### src/rtl/mesi_snoop_cache.sv
// Direct-mapped MESI snooping cache controller for one node on a shared bus.
// Serves CPU reads/writes, issues bus transactions, writes back dirty victims
// and answers snoops from other nodes with a registered response.
module mesi_snoop_cache #(
  parameter int LINES  = 4,
  parameter int TAG_W  = 12,
  parameter int DATA_W = 16
) (
  input  logic              clock,
  input  logic              reset,
  input  logic              cpu_req,
  input  logic              cpu_we,
  input  logic [TAG_W-1:0]  cpu_addr,
  input  logic [DATA_W-1:0] cpu_wdata,
  output logic              cpu_ready,
  output logic [DATA_W-1:0] cpu_rdata,
  output logic              bus_req,
  input  logic              bus_grant,
  output logic [1:0]        bus_cmd,
  output logic [TAG_W-1:0]  bus_addr,
  input  logic              bus_shared,
  input  logic              bus_fill_valid,
  input  logic [DATA_W-1:0] bus_fill_data,
  output logic              wb_valid,
  output logic [TAG_W-1:0]  wb_addr,
  output logic [DATA_W-1:0] wb_data,
  input  logic              wb_ack,
  input  logic              snp_valid,
  input  logic [1:0]        snp_cmd,
  input  logic [TAG_W-1:0]  snp_addr,
  output logic              snp_shared,
  output logic              snp_flush,
  output logic [DATA_W-1:0] snp_data,
  output logic [15:0]       hit_count,
  output logic [15:0]       miss_count
);
  localparam int IDX_W  = $clog2(LINES);
  localparam int STAG_W = TAG_W - IDX_W;

  localparam logic [1:0] L_I = 2'b00, L_S = 2'b01, L_E = 2'b10, L_M = 2'b11;
  localparam logic [1:0] CMD_NONE = 2'b00, CMD_RM = 2'b01, CMD_WM = 2'b10, CMD_INV = 2'b11;

  typedef enum logic [2:0] {
    S_IDLE, S_CHECK, S_WB, S_BUS_REQ, S_FILL, S_DONE
  } fsm_t;

  fsm_t              fsm_q, fsm_d;
  logic [TAG_W-1:0]  req_addr_q, req_addr_d;
  logic              req_we_q, req_we_d;
  logic [DATA_W-1:0] req_wdata_q, req_wdata_d;
  logic [1:0]        cmd_q, cmd_d;
  logic              cpu_ready_q, cpu_ready_d;
  logic [DATA_W-1:0] cpu_rdata_q, cpu_rdata_d;
  logic              snp_shared_q, snp_shared_d;
  logic              snp_flush_q, snp_flush_d;
  logic [DATA_W-1:0] snp_data_q, snp_data_d;
  logic [15:0]       hit_q, hit_d, miss_q, miss_d;

  logic [1:0]        line_state_q [LINES];
  logic [1:0]        line_state_d [LINES];
  logic [STAG_W-1:0] line_tag_q   [LINES];
  logic [STAG_W-1:0] line_tag_d   [LINES];
  logic [DATA_W-1:0] line_data_q  [LINES];
  logic [DATA_W-1:0] line_data_d  [LINES];

  logic [IDX_W-1:0]  req_idx, snp_idx;
  logic [STAG_W-1:0] req_tag, snp_tag, cur_tag;
  logic [1:0]        cur_state, snp_line_state;
  logic [DATA_W-1:0] cur_data;
  logic              req_hit, snp_en, snp_hit, snp_kills_req, granted;

  assign req_idx        = req_addr_q[IDX_W-1:0];
  assign req_tag        = req_addr_q[TAG_W-1:IDX_W];
  assign snp_idx        = snp_addr[IDX_W-1:0];
  assign snp_tag        = snp_addr[TAG_W-1:IDX_W];
  assign cur_state      = line_state_q[req_idx];
  assign cur_tag        = line_tag_q[req_idx];
  assign cur_data       = line_data_q[req_idx];
  assign snp_line_state = line_state_q[snp_idx];
  assign req_hit        = (cur_state != L_I) && (cur_tag == req_tag);
  assign granted        = (fsm_q == S_BUS_REQ) && bus_grant;
  // Snoops are ignored while we own the bus or are receiving our own fill.
  assign snp_en         = snp_valid && !granted && (fsm_q != S_FILL);
  assign snp_hit        = snp_en && (snp_line_state != L_I) && (line_tag_q[snp_idx] == snp_tag);
  // A remote write-miss/invalidate on our pending line turns an upgrade into a write miss.
  assign snp_kills_req  = snp_hit && ((snp_cmd == CMD_WM) || (snp_cmd == CMD_INV)) &&
                          (snp_addr == req_addr_q);

  assign cpu_ready  = cpu_ready_q;
  assign cpu_rdata  = cpu_rdata_q;
  assign bus_req    = (fsm_q == S_BUS_REQ);
  assign bus_cmd    = granted ? cmd_q : CMD_NONE;
  assign bus_addr   = granted ? req_addr_q : '0;
  assign wb_valid   = (fsm_q == S_WB);
  assign wb_addr    = wb_valid ? {cur_tag, req_idx} : '0;
  assign wb_data    = wb_valid ? cur_data : '0;
  assign snp_shared = snp_shared_q;
  assign snp_flush  = snp_flush_q;
  assign snp_data   = snp_data_q;
  assign hit_count  = hit_q;
  assign miss_count = miss_q;

  function automatic logic [15:0] sat_inc(input logic [15:0] v);
    return (v == 16'hFFFF) ? v : v + 16'd1;
  endfunction

  // Next-state: CPU-side FSM first, then snoop updates, which win on the same line.
  always_comb begin
    fsm_d        = fsm_q;
    req_addr_d   = req_addr_q;
    req_we_d     = req_we_q;
    req_wdata_d  = req_wdata_q;
    cmd_d        = cmd_q;
    line_state_d = line_state_q;
    line_tag_d   = line_tag_q;
    line_data_d  = line_data_q;
    cpu_ready_d  = 1'b0;
    cpu_rdata_d  = cpu_rdata_q;
    snp_shared_d = 1'b0;
    snp_flush_d  = 1'b0;
    snp_data_d   = '0;
    hit_d        = hit_q;
    miss_d       = miss_q;

    case (fsm_q)
      S_IDLE: if (cpu_req) begin
        req_addr_d  = cpu_addr;
        req_we_d    = cpu_we;
        req_wdata_d = cpu_wdata;
        fsm_d       = S_CHECK;
      end
      S_CHECK: if (req_hit) begin
        hit_d = sat_inc(hit_q);
        if (!req_we_q) begin
          fsm_d = S_DONE;
        end else if (cur_state == L_S) begin
          cmd_d = snp_kills_req ? CMD_WM : CMD_INV;
          fsm_d = S_BUS_REQ;
        end else begin
          line_data_d[req_idx]  = req_wdata_q;
          line_state_d[req_idx] = L_M;
          fsm_d = S_DONE;
        end
      end else begin
        miss_d = sat_inc(miss_q);
        cmd_d  = req_we_q ? CMD_WM : CMD_RM;
        fsm_d  = (cur_state == L_M) ? S_WB : S_BUS_REQ;
      end
      S_WB: if (wb_ack) begin
        line_state_d[req_idx] = L_I;
        fsm_d = S_BUS_REQ;
      end
      S_BUS_REQ: if (bus_grant) begin
        if (cmd_q == CMD_INV) begin
          line_data_d[req_idx]  = req_wdata_q;
          line_state_d[req_idx] = L_M;
          fsm_d = S_DONE;
        end else begin
          fsm_d = S_FILL;
        end
      end else if (snp_kills_req && (cmd_q == CMD_INV)) begin
        cmd_d = CMD_WM;
      end
      S_FILL: if (bus_fill_valid) begin
        line_tag_d[req_idx] = req_tag;
        if (req_we_q) begin
          line_data_d[req_idx]  = req_wdata_q;
          line_state_d[req_idx] = L_M;
        end else begin
          line_data_d[req_idx]  = bus_fill_data;
          line_state_d[req_idx] = bus_shared ? L_S : L_E;
        end
        fsm_d = S_DONE;
      end
      S_DONE: begin
        cpu_ready_d = 1'b1;
        cpu_rdata_d = cur_data;
        fsm_d       = S_IDLE;
      end
      default: fsm_d = S_IDLE;
    endcase

    if (snp_hit) begin
      case (snp_cmd)
        CMD_RM: begin
          line_state_d[snp_idx] = L_S;
          snp_shared_d = 1'b1;
          if (snp_line_state == L_M) begin
            snp_flush_d = 1'b1;
            snp_data_d  = line_data_q[snp_idx];
          end
        end
        CMD_WM: begin
          line_state_d[snp_idx] = L_I;
          if (snp_line_state == L_M) begin
            snp_flush_d = 1'b1;
            snp_data_d  = line_data_q[snp_idx];
          end
        end
        CMD_INV: line_state_d[snp_idx] = L_I;
        default: ;
      endcase
    end
  end

  // Register update for controller state, outputs and line storage.
  always_ff @(posedge clock) begin
    if (reset) begin
      fsm_q        <= S_IDLE;
      req_addr_q   <= '0;
      req_we_q     <= 1'b0;
      req_wdata_q  <= '0;
      cmd_q        <= CMD_NONE;
      cpu_ready_q  <= 1'b0;
      cpu_rdata_q  <= '0;
      snp_shared_q <= 1'b0;
      snp_flush_q  <= 1'b0;
      snp_data_q   <= '0;
      hit_q        <= '0;
      miss_q       <= '0;
      for (int i = 0; i < LINES; i++) begin
        line_state_q[i] <= L_I;
        line_tag_q[i]   <= '0;
        line_data_q[i]  <= '0;
      end
    end else begin
      fsm_q        <= fsm_d;
      req_addr_q   <= req_addr_d;
      req_we_q     <= req_we_d;
      req_wdata_q  <= req_wdata_d;
      cmd_q        <= cmd_d;
      cpu_ready_q  <= cpu_ready_d;
      cpu_rdata_q  <= cpu_rdata_d;
      snp_shared_q <= snp_shared_d;
      snp_flush_q  <= snp_flush_d;
      snp_data_q   <= snp_data_d;
      hit_q        <= hit_d;
      miss_q       <= miss_d;
      for (int i = 0; i < LINES; i++) begin
        line_state_q[i] <= line_state_d[i];
        line_tag_q[i]   <= line_tag_d[i];
        line_data_q[i]  <= line_data_d[i];
      end
    end
  end
endmodule
### config.mk
export PLATFORM = sky130hd
export DESIGN_NAME = mesi_snoop_cache
export DESIGN_NICKNAME = d
export VERILOG_FILES = /design/src/rtl/mesi_snoop_cache.sv
export SDC_FILE = /design/constraint.sdc
export NUM_CORES = 1
export LEC_CHECK = 0
export ABC_CLOCK_PERIOD_IN_PS = 3170
export BUFFER_PORTS_ARGS = -buffer_cell sky130_fd_sc_hd__buf_2
export CAP_MARGIN = 40
export CORE_ASPECT_RATIO = 0.6
export CORE_MARGIN = 2
export CORE_UTILIZATION = 55
export DETAILED_ROUTE_END_ITERATION = 8
export PLACE_DENSITY_LB_ADDON = 0.25
export SLEW_MARGIN = 0
export SYNTH_ARGS = -nofsm -noshare
export SYNTH_HDL_FRONTEND = slang
export SYNTH_SLANG_ARGS = --single-unit
### constraint.sdc
create_clock -name clock -period 3.17 [get_ports clock]
set_input_delay 0.4755 -clock clock [delete_from_list [all_inputs] [get_ports clock]]
set_output_delay 0.4755 -clock clock [all_outputs]
set_load 0.02 [all_outputs]
# After elaboration in Yosys (flattened, before gate mapping)
# Cells that the tools add are included.
# word_totals
input_bits	67
out_inout_bits	111
ff_bits	213
wordCells	181
# classes
order_cmp	4
eq_ne	30
reduce_logical	30
n_bitwise	16
n_addsub	2
n_mux	75
# ops
op	n
64-bit two-way mux	7
64-bit case mux with 3 select lines	1
64-bit bitwise mux	2
16-bit two-way mux	6
8-bit two-way mux	9
16-bit binary-select mux with 2-bit select	2
10-bit two-way mux	5
10-bit binary-select mux with 2-bit select	2
40-bit bitwise mux	1
16-bit by 1-bit adder with 16-bit output, second input constant	2
16-bit demux with 2-bit select	1
16-bit equality test, second input constant	2
8-bit case mux with 4 select lines	1
2-bit two-way mux	14
12-bit two-way mux	2
3-bit two-way mux	7
10-bit demux with 2-bit select	1
10-bit equality test	2
8-bit AND	2
8-bit NOT	2
8-bit case mux with 2 select lines	1
3-bit case mux with 5 select lines	1
12-bit equality test	1
2-bit inequality test, second input constant	6
other kinds (34)	77

# Depth between registers and ports, before layout
# Gate-level depths: netlist of the first run.
# logic_depth
depth_word	14
depth_mapped	10
depth_no_buf	9

# Least setup slack after synthesis of the first run
# OpenSTA, ideal clock, no wires.
# synth_timing
kind	input to register
from	input snp_addr[1]
to	register line_state_q[6] (netlist bit)
t_arrival_ns	2.702
slack_ns	0.333
stages	9
cell_sequence	buf_2 > buf_2 > mux4_2 > xnor2_1 > nand3_1 > nor4_1 > nor2b_1 > o21a_1 > a211oi_1
# synth_between
elab_chain_cells	9
word_cells_on_any_way	21
classes_between	order compare: 2; eq/ne: 1; mux: 10; bitwise: 4; reduce/logical: 4
# synth_rtl
element	line_no	rtl
from (decl)	30	input logic [TAG_W-1:0] snp_addr,
2-bit NOT with 3-bit output (implied by the code) (*)	n/a	
3-bit greater-or-equal comparator (implied by the code) or 3-bit by 1-bit less-than comparator with 1-bit output (tied branches)	186, 194, 200	
1-bit logical AND (implied by the code)	186, 194, 200	
2-bit two-way mux (implied by the code)	186, 194, 200	
2-bit demux with 2-bit select	186, 194, 200	
8-bit NOT (no line)	n/a	
8-bit AND (no line)	n/a	
8-bit case mux with 2 select lines	184	case (snp_cmd)
8-bit two-way mux (*)	183	if (snp_hit) begin
to (signal, indexed assignment)	240	line_state_q[i] <= line_state_d[i];
to (decl)	59	logic [1:0] line_state_q [LINES];
# Every way passes the cells marked *; elsewhere a longest branch is shown, timed or not. The select of a mux whose other input is x is not followed.
# A chain may end at the register's enable or synchronous reset.

# Worst setup path after layout of the first run
# layout_timing
from	register req_addr_q[0]
to	output wb_data[7]
# layout_between
elab_chain_cells	5
# layout_rtl
element	line_no	rtl
from (decl)	48	logic [TAG_W-1:0] req_addr_q, req_addr_d;
from (signal assigned)	228	req_addr_q <= req_addr_d;
2-bit NOT with 3-bit output (implied by the code)	78	assign cur_data = line_data_q[req_idx];
16-bit binary-select mux with 2-bit select	78	
16-bit two-way mux (implied by the code) (2 in series)	78	
16-bit two-way mux	96	assign wb_data = wb_valid ? cur_data : '0;
to (decl)	26	output logic [DATA_W-1:0] wb_data,
# No other way between the ends. The select of a mux whose other input is x is not followed.

==> flow_summary.toml, run 1 <==
[yosys]
synthDistinctLibCells = 59
yosys.area_share.xor_xnor = 0.0511
synth_top_family_by_area = "simple AND/OR/NAND/NOR gates"
netlist_area_pre_place_mm2 = 0.0107
synth_fa_ha_area_frac = 0.00702
synthFlopType = "sky130_fd_sc_hd__dfxtp_1"
muxShareOfSynthArea = 0.198
post_synth.cell_area_avg_um2 = 9.18
synth.ff_latch_count = 213
synth.yosys.seq_area_share = 0.399
postSynth.asyncResetShare = 0
synth.largest_area_cell = "sky130_fd_sc_hd__dfxtp_1"
synth_warnings = 0
synthSimpleGateAreaFrac = 0.227
synth_compound_gate_area_share = 0.0782
synth.top_cells.by_area = "sky130_fd_sc_hd__dfxtp_1, sky130_fd_sc_hd__mux4_2, sky130_fd_sc_hd__mux2i_1, sky130_fd_sc_hd__nand2_1, sky130_fd_sc_hd__a21oi_1"
mappedNetlistNets = 1238
synth_cells = 1165
synth_largest_type_area_fraction = 0.399
synth-edff-count = 0

[setup_path]
critical_path_buf_inv_count = 2
cpLargestDelayFamily = "flip-flops"
timing.critical_path.arrival_ns = 2.58
startpoint = "req_addr_q[0]"
slowest_delay_ns = 0.66
setup.worst_path.class = "flip-flop to output port"
worstSetupStartpointType = "flip-flop"
required_time_of_the_critical_path_ns = 2.69
cp_capture_type = "output port"
cp_max_fo = 18
worst_r2r_startpoint = "req_addr_q[1]"
worstPathCellList = "buf_4 -> mux4_2 -> and2_1 -> buf_2"
worst_path_max_delay_cell = "sky130_fd_sc_hd__dfxtp_2"

[floorplanning]
core_area_mm2 = 0.0190
row_count = 39
top_level_ports = 178
die_height_um = 112
die-area_mm2 = 0.0206
initial_util = 0.562
dieWidth_um = 184

[timing]
min_period_ns = 3.05
fmax_mhz = 327
timing.final.hold_violations = 0
final.setup.worst_slack_ns = 0.116
unrepaired_setup_endpoints_after_global_routing = "false"
fin_crit_sh = 0.963
timing.clock.skew_ns = 0.0110
setup_total_negative_slack_ns = 0
slew_headroom = 0.388
report.final.slew_viol_count = 0
tightestPinTransition_ns = 0.906
finalSetupViolCount = 0

[detailed_routing]
detailedRoute.firstPassIterationCount = 5
ant_nets = 0
detailedRoute.firstIterationViolations = 710
finalWirelength_mm = 29.7
via_count = 9175
wl_per_cell_um = 18.9
viasPerCell = 5.84
residual_drc_count = 0

[placed_design]
dp_hpwl_mm = 20.9
place.gp.congestion = 0.933
dp_slack_ns = 0.142
portBuffers = 177

[clocking]
postCtsSetupBuffers = 0
tritoncts.num_buffers = 20
worstSkewPairLatency_ns = 0.50
htree_num_levels = 1
cts-root-buf = "sky130_fd_sc_hd__clkbuf_16"
max-clock-path-buffers = 3
cts.sinks = 213
post_cts_resize_count = 0
worst_setup_hold_path_clk_slew_ns = 0.06
clock_tree_from_tritoncts = "done"
post_cts_hold_buffer_count = 0

[run_status]
outcome = "complete, no violations"

[cells_and_area]
most_frequent_cells_in_the_layout = "sky130_fd_sc_hd__dfxtp_1, sky130_fd_sc_hd__buf_2, sky130_fd_sc_hd__nand2_1"
layout.nets = 1385
multi_input_area_mm2 = 0.00602
sequential_cell_area_mm2 = 0.00427
layout_commonest_cell = "sky130_fd_sc_hd__dfxtp_1"
layout-drive-gt1-share = 0.260
layout-area-overhead-vs-synth_pct = 17.3
filler_cell_count = 1606

[pwr]
switching_share = 0.279
power.net_switching_mw = 1.77
share_clk_of_total_power = 0.389
total_power_mw = 6.34
leakagePower_nw = 5.42
cellInternalPower_mw = 4.57
vdd_ir_drop_max_mv = 0.391
p_seq_frac = 0.452
power-per-cell-area_mw_per_mm2 = 505
power.combinational.fraction = 0.160

[hold_path]
hold_path.class = "input pin to flip-flop"
hold_start = "cpu_wdata[3]"

[global_route]
globalRouteTotalUtil = 0.289
number_of_global_route_vias_before_repair = 8588
grt_max_degree = 125
grt_antenna_before_repair = 0
grt_pass1_wl_mm = 46.9
grt-ovfl-total = 0

[job]
cap_violations = 0
-- routing by layer --
metal	GRT usage	wire length [um]	vias to the layer above
met4	0.0587	543	0
met2	0.400	11800	438
met3	0.0752	3200	43
met1	0.451	14100	4342
li1	-	-	4352
met5	0	0	-
-- power groups by stage --
stage / sequential (mW) / clock, mW / combinational [mW]
after floorplan: 2.85 / 0 / 0.711
after global placement: 2.92 / 0 / 0.991
after detailed placement: 2.92 / 0 / 0.999
after CTS: 2.86 / 2.50 / 1.00
after global routing: 2.87 / 2.61 / 1.10
final: 2.86 / 2.46 / 1.01
-- sequential cells by signal, summed over array words and instances, names as in the netlist --
| name | cells |
|---|---|
| req_we_q | 1 |
| line_state_q | 8 |
| req_addr_q | 12 |
| line_data_q | 64 |
| snp_shared | 1 |
| cpu_rdata | 16 |
| line_tag_q | 40 |
| miss_count | 16 |
| hit_count | 16 |
| cmd_q | 2 |
| snp_data | 16 |
| req_wdata_q | 16 |
| fsm_q | 3 |
| cpu_ready | 1 |
| snp_flush | 1 |
-- path summary, 6_finish.rpt --
kind,to,slack (ns),depth (start not counted)
worst min-delay path,req_wdata_q[3],0.21,3
worst min register to register,req_wdata_q[14],0.45,2
worst max-delay path,wb_data[7],0.12,4
worst max register to register,line_data_q[47],0.21,9
-- logic make-up after synthesis --
| kind of cell | after synthesis |
|---|---|
| flip-flops | 213 |
| buffers and inverters | 100 |
| multiplexers | 139 |
| adder cells (fa/ha/maj) | 6 |
| XOR/XNOR | 59 |
| AND/OR/NAND/NOR | 504 |
| AO/OA/AOI/OAI | 144 |
-- worst reg2reg max path, stage by stage (launching register included) --
cell and delay [ns]:
sky130_fd_sc_hd__dfxtp_2 0.35, sky130_fd_sc_hd__buf_12 0.20, sky130_fd_sc_hd__mux4_2 0.55, sky130_fd_sc_hd__xnor2_1 0.36, sky130_fd_sc_hd__nand4_2 0.23, sky130_fd_sc_hd__o41ai_4 0.35
sky130_fd_sc_hd__buf_4 0.22, sky130_fd_sc_hd__nand2_4 0.22, sky130_fd_sc_hd__mux2i_1 0.27, sky130_fd_sc_hd__nor2_1 0.06
-- synthesized netlist by cell type, drive strengths merged, types with 3 or more instances --
cell,number
a211oi,4
a21oi,100
a22oi,5
a31oi,6
and2,52
and3,12
buf,14
clkbuf,77
dfxtp,213
ha,6
inv,9
mux2,16
mux2i,67
mux4,56
nand2,178
nand2b,6
nand3,46
nand4,20
nand4b,4
nor2,115
nor2b,25
nor3,20
nor4,9
o21ai,10
o221ai,3
or2,3
or3,3
xnor2,34
xor2,25
-- through the flow --
| stage | hold WS (ns) | std cells | util | area (um2) |
|---|---|---|---|---|
| after CTS | 0.201 | 1571 | 0.659 | 12500 |
| final | 0.209 | 1572 | 0.659 | 12500 |
| after floorplan | 0.434 | 1165 | - | 10700 |
| after global routing | 0.196 | 1571 | 0.659 | 12500 |
| after detailed placement | 0.444 | 1536 | 0.624 | 11900 |
| after global placement | 0.439 | 1536 | 0.624 | 11900 |
-- final cells by class --
cell class | count | share of cell area
Antenna cell | 1 | 0.000200
Inverter | 9 | 0.00269
Clock inverter | 5 | 0.00419
Clock buffer | 30 | 0.0494
Tap cell | 246 | 0.0245
Multi-Input combinational cell | 852 | 0.480
Sequential cell | 213 | 0.340
Timing Repair Buffer | 216 | 0.0985
(Power assumes the default switching activity.)
==> run 2, diff against run 1 <==
--- a/config.mk
+++ b/config.mk
@@ -9,9 +9,9 @@
 export BUFFER_PORTS_ARGS = -buffer_cell sky130_fd_sc_hd__buf_2
 export CAP_MARGIN = 40
 export CORE_ASPECT_RATIO = 0.6
-export CORE_MARGIN = 2
 export CORE_UTILIZATION = 55
 export DETAILED_ROUTE_END_ITERATION = 8
+export HOLD_SLACK_MARGIN = 0.05
 export PLACE_DENSITY_LB_ADDON = 0.25
 export SLEW_MARGIN = 0
 export SYNTH_ARGS = -nofsm -noshare
==> run 2 against run 1 <==
Net effect:
- clock skew increased by 0.0044 ns
- total power increased by 3.8%
- global-route usage increased by 1.1 points
- sequential cell count unchanged
- wire length increased by 3.4%
- non-clock buffer count increased by 3
- largest cell class unchanged
- largest power group unchanged
==> flow_summary.toml, run 2 (synthesis gave the netlist of run 1 again) <==
[setup_path]
startpoint = "req_addr_q[1]"
required_time_of_the_critical_path_ns = 3.60
worst_r2r_startpoint = "req_addr_q[1]"
cp_max_fo = 11
cp_capture_type = "flip-flop"
timing.critical_path.arrival_ns = 3.42
setup.worst_path.class = "flip-flop to flip-flop"
worstSetupStartpointType = "flip-flop"
worst-r2r-cell-count = 8

[timing]
fin_crit_sh = 0.942
timing.final.hold_violations = 0
report.final.slew_viol_count = 0
finalSetupViolCount = 0
tightestPinTransition_ns = 0.808
timing.clock.skew_ns = 0.0153
unrepaired_setup_endpoints_after_global_routing = "false"
min_period_ns = 2.99
fmax_mhz = 335
slew_headroom = 0.460
setup_total_negative_slack_ns = 0

[pwr]
p_seq_frac = 0.435
vdd_ir_drop_max_mv = 0.469
cellInternalPower_mw = 4.75
leakagePower_nw = 5.47
power-per-cell-area_mw_per_mm2 = 522
power.net_switching_mw = 1.83
share_clk_of_total_power = 0.406
switching_share = 0.278
power.combinational.fraction = 0.159

[clocking]
max-clock-path-buffers = 3
tritoncts.num_buffers = 21
clock_tree_from_tritoncts = "done"
htree_num_levels = 1
cts.sinks = 213
cts-root-buf = "sky130_fd_sc_hd__clkbuf_16"
post_cts_hold_buffer_count = 0
worst_setup_hold_path_clk_slew_ns = 0.07
worstSkewPairLatency_ns = 0.51

[floorplanning]
top_level_ports = 178
die-area_mm2 = 0.0200
core_area_mm2 = 0.0190
die_height_um = 110
row_count = 39
dieWidth_um = 182
initial_util = 0.562

[cells_and_area]
largest_reg_flops = 64
diodes = 0
layout.nets = 1389
layout-drive-gt1-share = 0.262
layout_top_registers = "line_data_q x64, line_tag_q x40"
layout-area-overhead-vs-synth_pct = 17.9
most_frequent_cells_in_the_layout = "sky130_fd_sc_hd__dfxtp_1, sky130_fd_sc_hd__buf_2, sky130_fd_sc_hd__nand2_1"
filler_cell_count = 1577
finalCoreUtilization = 0.662
layout_commonest_cell = "sky130_fd_sc_hd__dfxtp_1"
layout.cell_area.non_filler_mm2 = 0.0126
max_flop_register = "line_data_q"

[global_route]
number_of_global_route_vias_before_repair = 8397
grt_antenna_before_repair = 1
grt-ovfl-total = 0
grt_max_degree = 135
grt_pass1_wl_mm = 46.4
globalRouteTotalUtil = 0.300

[run_status]
outcome = "complete, no violations"

[placed_design]
portBuffers = 177
dp_hpwl_mm = 21.5
placement.cell_area_mm2 = 0.0119
place.gp.congestion = 0.930

[detailed_routing]
via_count = 9402
wl_per_cell_um = 19.5
residual_drc_count = 0
detailedRoute.firstIterationViolations = 847
viasPerCell = 5.97
ant_nets = 0
finalWirelength_mm = 30.7
detailedRoute.firstPassIterationCount = 5

[hold_path]
hold_start = "cpu_addr[4]"
hold_path.class = "input pin to flip-flop"
hold-path-cell-count = 3

[job]
cap_violations = 0
## run 2: final timing paths
path | to | slack [ns]
min reg2reg | cpu_rdata[10] | 0.45
max reg2reg | hit_count[5] | 0.18
min | req_addr_q[4] | 0.21
max | hit_count[5] | 0.18
## run 2: critical path, stage by stage (launching register included)
cell,delay (ns)
sky130_fd_sc_hd__dfxtp_4,0.47
sky130_fd_sc_hd__mux4_2,0.56
sky130_fd_sc_hd__xnor2_1,0.35
sky130_fd_sc_hd__nand4_2,0.23
sky130_fd_sc_hd__nor4_2,0.45
sky130_fd_sc_hd__buf_4,0.23
sky130_fd_sc_hd__nand3_1,0.12
sky130_fd_sc_hd__or3_1,0.35
sky130_fd_sc_hd__a21oi_1,0.14
## run 2: per-layer routing
metal	up-vias	wire length (um)	part of all wire	track usage
met5	-	0	0	0
li1	4355	-	-	-
met2	489	12600	0.41	0.428
met1	4503	14200	0.46	0.454
met3	55	3240	0.11	0.0683
met4	0	671	0.022	0.0792
## run 2: cell type report
cell class,instances,area [um2],share of cell area
multi-input combinational,852,6020,0.478
clock inverter,10,156,0.0124
sequential,213,4270,0.339
inverter,9,33.8,0.00268
tap,246,308,0.0244
timing repair buffer,219,1240,0.0984
clock buffer,25,571,0.0453
## run 2: power groups by stage
stage / Sequential [mW] / Clock [mW] / Combinational [mW]
after detailed placement: 2.92 / 0 / 1.02
after CTS: 2.86 / 2.71 / 1.03
after floorplan: 2.85 / 0 / 0.711
after global routing: 2.87 / 2.82 / 1.12
after global placement: 2.91 / 0 / 0.991
final: 2.86 / 2.67 / 1.05
## run 2: through the flow
stage               total power [mW]  cells  setup WS [ns]  hold slack (ns)
floorplan                       3.56   1165          0.333            0.434
global placement                3.90   1538          0.133            0.439
detailed placement              3.94   1539         0.0556            0.445
CTS                             6.59   1574          0.101            0.197
global route                    6.80   1574         0.0207            0.204
finish                          6.58   1574          0.184            0.207
## run 2: repair_timing
item / CTS / global route
resized for setup: 0 / 1
endpoints found under the setup margin: 0 / 24
setup buffers: 0 / 0
==> run 3, diff against run 2 <==
--- a/config.mk
+++ b/config.mk
@@ -13,6 +13,7 @@
 export DETAILED_ROUTE_END_ITERATION = 8
 export HOLD_SLACK_MARGIN = 0.05
 export PLACE_DENSITY_LB_ADDON = 0.25
+export REMOVE_ABC_BUFFERS = 1
 export SLEW_MARGIN = 0
 export SYNTH_ARGS = -nofsm -noshare
 export SYNTH_HDL_FRONTEND = slang
==> run 3 against run 2 <==
Net effect:
- via count fell by 2.1%
- clock skew rose by 0.0040 ns
- register-to-register slack improved by 0.06 ns
- critical endpoint is now line_state_q[2]
- largest cell class unchanged
==> flow_summary.toml, run 3 (synthesis gave the netlist of run 1 again) <==
[timing]
unrepaired_setup_endpoints_after_global_routing = "false"
report.final.slew_viol_count = 0
slew_headroom = 0.437
min_period_ns = 2.92
final.setup.worst_slack_ns = 0.248
timing.final.hold_violations = 0
tightestPinTransition_ns = 0.833
finalSetupViolCount = 0
timing.clock.skew_ns = 0.0193
fin_crit_sh = 0.922
setup_total_negative_slack_ns = 0
whs_ns = 0.193
fmax_mhz = 342

[placed_design]
placement.cell_area_mm2 = 0.0118
dp_slack_ns = -0.0754
dp_cells = 1533
place.gp.congestion = 0.931
dp_hpwl_mm = 20.5
portBuffers = 177

[detailed_routing]
finalWirelength_mm = 29.3
wl_per_cell_um = 18.6
ant_nets = 0
detailedRoute.firstPassIterationCount = 5
residual_drc_count = 0
detailedRoute.firstIterationViolations = 992
viasPerCell = 5.85
via_count = 9201

[clocking]
clock_tree_from_tritoncts = "done"
cts.sinks = 213
post_cts_hold_buffer_count = 0
cts-root-buf = "sky130_fd_sc_hd__clkbuf_16"
worstSkewPairLatency_ns = 0.51
htree_num_levels = 1
worst_setup_hold_path_clk_slew_ns = 0.07
tritoncts.num_buffers = 21
max-clock-path-buffers = 3

[floorplanning]
top_level_ports = 178
dieWidth_um = 182
initial_util = 0.562
die-area_mm2 = 0.0200
die_height_um = 110
row_count = 39
core_area_mm2 = 0.0190

[cells_and_area]
sequential_cell_area_mm2 = 0.00427
layout.cell_area.non_filler_mm2 = 0.0126
most_frequent_cells_in_the_layout = "sky130_fd_sc_hd__dfxtp_1, sky130_fd_sc_hd__buf_2, sky130_fd_sc_hd__nand2_1"
max_flop_register = "line_data_q"
layout-drive-gt1-share = 0.259
layout_commonest_cell = "sky130_fd_sc_hd__dfxtp_1"
diodes = 0
multi_input_area_mm2 = 0.00603
largest_reg_flops = 64
layout.nets = 1384
layout-area-overhead-vs-synth_pct = 17.7
finish.cell_count_without_fillers = 1572
layout_top_registers = "line_data_q x64, line_tag_q x40"
filler_cell_count = 1605
finalCoreUtilization = 0.661

[pwr]
cellInternalPower_mw = 4.72
vdd_ir_drop_max_mv = 0.347
power-per-cell-area_mw_per_mm2 = 521
p_seq_frac = 0.437
leakagePower_nw = 5.43
total_power_mw = 6.56
switching_share = 0.280
power.net_switching_mw = 1.83
share_clk_of_total_power = 0.408
power.combinational.fraction = 0.155

[hold_path]
hold_path.class = "input pin to flip-flop"

[setup_path]
required_time_of_the_critical_path_ns = 3.59
setup.worst_path.class = "flip-flop to flip-flop"
worstSetupStartpointType = "flip-flop"
timing.critical_path.arrival_ns = 3.34
cp_max_fo = 15
cp_capture_type = "flip-flop"

[global_route]
grt-ovfl-total = 0
grt_pass1_wl_mm = 46.1
number_of_global_route_vias_before_repair = 8358
globalRouteTotalUtil = 0.295
grt_max_degree = 136
grt_antenna_before_repair = 0

[job]
cap_violations = 0

[run_status]
outcome = "complete, no violations"
==> run 3: changes by cell type in the layout (fill, tap and decap cells not counted), sizes merged <==
cell,delta
bufinv,-1
clkinvlp,+2
buf,-5
clkbuf,+4
clkinv,-2
==> run 3: repair_timing <==
action / in CTS / in global routing
resized for setup: 0 / 2
pin swaps: 1 / 0
endpoints found under the setup margin: 64 / 13
cloned: 0 / 0
buffers inserted: 1 / 0
==> run 3: worst max-delay path, cell delays in order, from the launching register on <==
cell                       delay [ns]
sky130_fd_sc_hd__dfxtp_4         0.52
sky130_fd_sc_hd__mux4_2          0.58
sky130_fd_sc_hd__xnor2_1         0.28
sky130_fd_sc_hd__nand4_2         0.21
sky130_fd_sc_hd__nor4_2          0.30
sky130_fd_sc_hd__buf_4           0.28
sky130_fd_sc_hd__and3_1          0.29
sky130_fd_sc_hd__a221oi_1        0.12
sky130_fd_sc_hd__a211oi_1        0.23
==> run 3: layout make-up <==
cell class,instances,share of cell area
multi-input cells,852,0.479
repair buffers,214,0.0959
clock buffers,29,0.0481
clock inverters,9,0.0107
well taps,246,0.0245
inverters,9,0.00268
flip-flops and latches,213,0.339
==> run 3: routing by layer <==
| metal | vias up | GRT usage | part of all wire |
|---|---|---|---|
| li1 | 4353 | - | - |
| met3 | 50 | 0.0631 | 0.090 |
| met1 | 4392 | 0.443 | 0.47 |
| met5 | - | 0 | 0 |
| met4 | 0 | 0.0756 | 0.022 |
| met2 | 406 | 0.429 | 0.42 |
==> run 3: path summary, 6_finish.rpt <==
kind,cells past startpoint,to,slack [ns],startpoint
max,8,line_state_q[2],0.25,req_addr_q[1]
min,3,req_wdata_q[10],0.19,cpu_wdata[10]
max reg2reg,8,line_state_q[2],0.25,req_addr_q[1]
min reg2reg,2,cpu_rdata[1],0.45,cpu_rdata[1]
==> run 3: power groups by stage <==
stage	Combinational (mW)	Clock [mW]	Sequential, mW
floorplan	0.543	0	2.93
global placement	0.980	0	2.92
detailed placement	0.993	0	2.92
CTS	1.00	2.70	2.86
global route	1.10	2.83	2.88
finish	1.02	2.67	2.87
